--- src/rtl/aux_pkg.sv ---
// aux_pkg: shared state encoding and default sizes for the aux index counter
package aux_pkg;
  localparam int CNT_W_DEF  = 6;
  localparam int MAX_SZ_DEF = 32;
  localparam int STALL_W    = 8;
  typedef enum logic [1:0] {
    S_IDLE = 2'd0,
    S_RUN  = 2'd1,
    S_DONE = 2'd2
  } state_e;
endpackage

--- src/rtl/aux_sat_cnt.sv ---
// aux_sat_cnt: up-counter that stops at a limit, with clear taking priority over enable
module aux_sat_cnt #(
  parameter int CNT_W = 6
) (
  input  logic             clk,
  input  logic             rstn,
  input  logic             clr,
  input  logic             en,
  input  logic [CNT_W-1:0] limit,
  output logic [CNT_W-1:0] cnt
);
  // count up while enabled, never past the limit, so the value cannot wrap
  always_ff @(posedge clk or negedge rstn)
    if (!rstn) cnt <= '0;
    else if (clr) cnt <= '0;
    else if (en && cnt < limit) cnt <= cnt + CNT_W'(1);
endmodule

--- src/rtl/aux_cnt_ctrl.sv ---
// aux_cnt_ctrl: latches a traversal size on start and steps an index to it, pulsing done or err
// Build option AUX_CNT_STALL_STAT_EN adds stall_cnt_o, a saturating count of stalled RUN cycles.
module aux_cnt_ctrl import aux_pkg::*; #(
  parameter int CNT_W  = CNT_W_DEF,
  parameter int MAX_SZ = MAX_SZ_DEF
) (
  input  logic             clk,
  input  logic             rstn,
  input  logic             start_i,
  input  logic             en_i,
  input  logic             clr_i,
  input  logic [CNT_W-1:0] sz_full_i,
  output logic [CNT_W-1:0] aux_reg_o,
  output logic             busy_o,
  output logic             done_o,
  output logic             err_o
`ifdef AUX_CNT_STALL_STAT_EN
  ,
  output logic [STALL_W-1:0] stall_cnt_o
`endif
);
  localparam logic [CNT_W-1:0] MAX_V = CNT_W'(MAX_SZ);
  state_e           state, nxt;
  logic [CNT_W-1:0] sz_q;
  logic             sz_ok, acc, rej, hit, idx_clr, idx_en;
  // start validation and next state; clr_i overrides every other request
  always_comb begin
    sz_ok   = sz_full_i != '0 && sz_full_i <= MAX_V;
    acc     = state == S_IDLE && start_i && !clr_i && sz_ok;
    rej     = state == S_IDLE && start_i && !clr_i && !sz_ok;
    hit     = state == S_RUN && en_i && aux_reg_o + CNT_W'(1) == sz_q;
    idx_clr = clr_i || state != S_RUN;
    idx_en  = state == S_RUN && en_i;
    nxt     = clr_i ? S_IDLE : acc ? S_RUN : hit ? S_DONE : state == S_DONE ? S_IDLE : state;
  end
  // state, latched size and registered status flags
  always_ff @(posedge clk or negedge rstn)
    if (!rstn) begin
      state  <= S_IDLE;
      sz_q   <= '0;
      busy_o <= 1'b0;
      done_o <= 1'b0;
      err_o  <= 1'b0;
    end else begin
      state  <= nxt;
      sz_q   <= acc ? sz_full_i : sz_q;
      busy_o <= nxt == S_RUN;
      done_o <= nxt == S_DONE;
      err_o  <= rej;
    end
  aux_sat_cnt #(.CNT_W(CNT_W)) u_idx (
    .clk   (clk),
    .rstn  (rstn),
    .clr   (idx_clr),
    .en    (idx_en),
    .limit (sz_q),
    .cnt   (aux_reg_o)
  );
`ifdef AUX_CNT_STALL_STAT_EN
  aux_sat_cnt #(.CNT_W(STALL_W)) u_stall (
    .clk   (clk),
    .rstn  (rstn),
    .clr   (acc),
    .en    (state == S_RUN && !en_i),
    .limit ({STALL_W{1'b1}}),
    .cnt   (stall_cnt_o)
  );
`endif
endmodule

--- config.mk ---
export PLATFORM = sky130hd
export DESIGN_NAME = aux_cnt_ctrl
export DESIGN_NICKNAME = d
export VERILOG_FILES = /design/src/rtl/aux_pkg.sv /design/src/rtl/aux_sat_cnt.sv /design/src/rtl/aux_cnt_ctrl.sv
export SDC_FILE = /design/constraint.sdc
export NUM_CORES = 1
export LEC_CHECK = 0
export CELL_PAD_IN_SITES_DETAIL_PLACEMENT = 0
export CELL_PAD_IN_SITES_GLOBAL_PLACEMENT = 1
export CORE_ASPECT_RATIO = 1.75
export CORE_UTILIZATION = 35
export CTS_CLUSTER_SIZE = 20
export DETAILED_ROUTE_END_ITERATION = 8
export PLACE_DENSITY = 0.75
export REMOVE_ABC_BUFFERS = 1
export SYNTH_ARGS = -nofsm -noshare
export SYNTH_HDL_FRONTEND = slang
export SYNTH_SLANG_ARGS = --single-unit
--- constraint.sdc ---
create_clock -name clk -period 2.1 [get_ports clk]
set_clock_uncertainty 0.2 [all_clocks]
set_input_delay 0.525 -clock clk [delete_from_list [all_inputs] [get_ports clk]]
set_output_delay 0.525 -clock clk [all_outputs]
set_load 0.01 [all_outputs]
==> results.md <==
* Post-synthesis cell type count at 33
* # rows at 25
* CTS buffer count at 3
* R2R Setup Slk at 0.09 ns
* Async S/R FF share, synth at 1.000
* Tmin final at slightly above 2 ns
* FILL cells at about 250
* Mapped Area at 0.001023 mm2
* Layout area overhead at 56.23%
* Met3 GRT Util at 0.02703
* Vias after detailed routing at 966
* WP data required at 2.10 ns
* Met2 GRT Util at 0.3283
* Register-to-Register Path Depth at 7
* H-tree depth at 1
* Max Cap Viol at 0
* Dominant synthesized flop cell: dfrtp_1
* Initial drt markers at 19
* Hold path depth at 2
* DRC at 0
* Status: finished, final reports clean
* CP Launch Type: primary input
* Hold slack at 0.3158 ns
* Hpwl dp at 2116 um
* Relative slew slack at 0.7775
* Total track usage at 0.1819
* Dpl ws at -0.4847 ns
* Hold Crit Class: primary input to flip-flop
* ANT nets after route at 0
* Share of cells above drive strength 1 at 0.3810
* Syn avg cell area at approximately 10 um2
* IO Count at 20
* GRT busiest layer: met2
* Largest cells by area after synthesis: dfrtp_1, ha_1, mux2_1, xnor2_1, a21oi_1
* Fin. Hold Viols at 0
* Die width at about 43 um
* Final #Nets at roughly 170
* Period utilization at 0.9811
* Most common cell in the netlist: dfrtp_1
* Worst Max-Slew Pin Slew at ~0.33 ns
* DR pass1 iterations at 4
* Final-report max-slew violation count at 0
* Drt wl/cell at about 16 um
* Gpl congestion at about 0.81
* First-pass GRT wire length at between 4000 and 5000 um
* Yosys warns at 0
* Met1 Resource Use GR at 0.1997
* Final Worst Setup Slack at about 0.040 ns
* Maximum VDD drop at 0.5571 mV
* Crit. End Element: flip-flop
* #FFs+latches synth at 17
* Core area at around 0.0028 mm2
* Count of input and output buffers at 19
* CTS tree: built
* Dominant cell type by area after synthesis: dfrtp_1
* Clock Path Buffers at 2
* Share of the synthesized area in the top cell type at 0.4156
* Pwr dens at roughly 860 mW/mm2
* EDFF count, synth at 0
* Post-synth top cells: dfrtp_1, a21oi_1, ha_1
* Initial antenna violation count at 0
* Die area at 0.003153 mm2
* GRT overflow at 0
* Core Util, Final at 0.5809
* Ant diodes at 0
* Max Freq at a little under 500 MHz
* CP Data Arrival Time at around 2.1 ns
* Cells after synthesis at 100
* CTS clock-pin slew for the worst setup and hold paths at roughly 0.07 ns
* Crit Path Category: primary input to flip-flop
* Critical Path Fanout Max at 3
* Pin count of the biggest net entering global routing at 18
* Clock Latency Late Sink at between 0.2 and 0.3 ns
* Number of global-route vias before repair at roughly 1000
* Sequential cell area fraction in the yosys report at 0.4156
* Vias per inst at approximately 5.6
* Root buf cell: clkbuf_8
* Vert. Die Dim at 73.54 um
* # clock sinks at 17
* Initial Utilization at 0.3718
* Routed Wire Length at ~2800 um
* Final setup fails at 0
* Leak at 0.0007520 uW
==> worst max-delay path, stage by stage <==
cell	delay, ns
clkdlybuf4s50_1	0.44
or3b_2	0.50
or4_1	0.51
nand2_1	0.08
==> metal layers <==
layer / share of wire / vias to the layer above
li1: - / 466
met1: 0.38 / 477
met2: 0.57 / 16
met3: 0.028 / 7
met4: 0.025 / 0
met5: 0 / -
==> layout by cell type (no fill, tap or decap), types with 3 or more instances in the layout <==
master           instances
buf_4                   25
dfrtp_1                 17
clkdlybuf4s50_1         12
mux2_4                   6
inv_1                    5
nand2_1                  5
ha_1                     5
xnor2_1                  4
a21oi_1                  4
o211ai_1                 4
o21ai_0                  3
nand3_1                  3
nor2_1                   3
clkbuf_8                 3
dlymetal6s2s_1           3
==> through the flow <==
| stage | instance area (um2) | setup TNS [ns] | instances | power [uW] |
|---|---|---|---|---|
| floorplan | 1020 | -0.2308 | 99 | 721.3 |
| global placement | 1424 | -4.899 | 169 | 986.1 |
| detailed placement | 1424 | -5.489 | 169 | 1000 |
| CTS | 1485 | 0 | 173 | 1312 |
| global route | 1599 | -0.001900 | 174 | 1449 |
| finish | 1599 | 0 | 174 | 1369 |
==> logic make-up after synthesis <==
group | count (synthesis) | share of synthesized area
muxes | 6 | 0.06601
DFF | 17 | 0.4156
and+or+nand+nor | 32 | 0.1907
adders and majority gates | 7 | 0.08557
buffers and inverters | 7 | 0.02567
xor gates and xnor gates | 7 | 0.05990
AOI/OAI and AO/OA | 24 | 0.1565
==> power breakdown <==
| part | leakage (uW) | internal (uW) | switching, uW |
|---|---|---|---|
| registers | 0.000221 | 405 | 71.1 |
| logic | 0.000505 | 368 | 273 |
| clock network | 0.0000255 | 132 | 120 |
| total | 0.000752 | 904 | 464 |
==> registers in the layout, summed over array words and instances (netlist names) <==
name and count:
err_o 1, u_idx.cnt 6, done_o 1, state 2, busy_o 1, sz_q 6
==> final cells by class <==
class,count,area [um2],share of cell area
Tap cell,27,33.78,0.02113
Sequential cell,17,425.4,0.2660
Multi-Input combinational cell,76,696.9,0.4358
Clock buffer,3,41.29,0.02582
Timing Repair Buffer,44,374.1,0.2340
Clock inverter,1,5.005,0.003130
Inverter,6,22.52,0.01408
==> timing repair <==
| item | CTS | global route |
|---|---|---|
| hold buffers | 0 | 0 |
| gates resized for setup | 17 | 21 |
| setup endpoints to repair | 11 | 13 |
| pin swaps | 5 | 7 |
| buffers inserted | 0 | 2 |
==> final timing paths <==
| path | startpoint | end |
|---|---|---|
| max | clr_i | u_idx.cnt[4]$_DFFE_PN0P_ |
| min | sz_full_i[3] | sz_q[3]$_DFFE_PN0P_ |
| max reg2reg | sz_q[1]$_DFFE_PN0P_ | u_idx.cnt[3]$_DFFE_PN0P_ |
| min reg2reg | sz_q[0]$_DFFE_PN0P_ | sz_q[0]$_DFFE_PN0P_ |
| max in group asynchronous | rstn | sz_q[3]$_DFFE_PN0P_ |
| min in group asynchronous | rstn | u_idx.cnt[2]$_DFFE_PN0P_ |
Power figures use the tool's default switching activity.
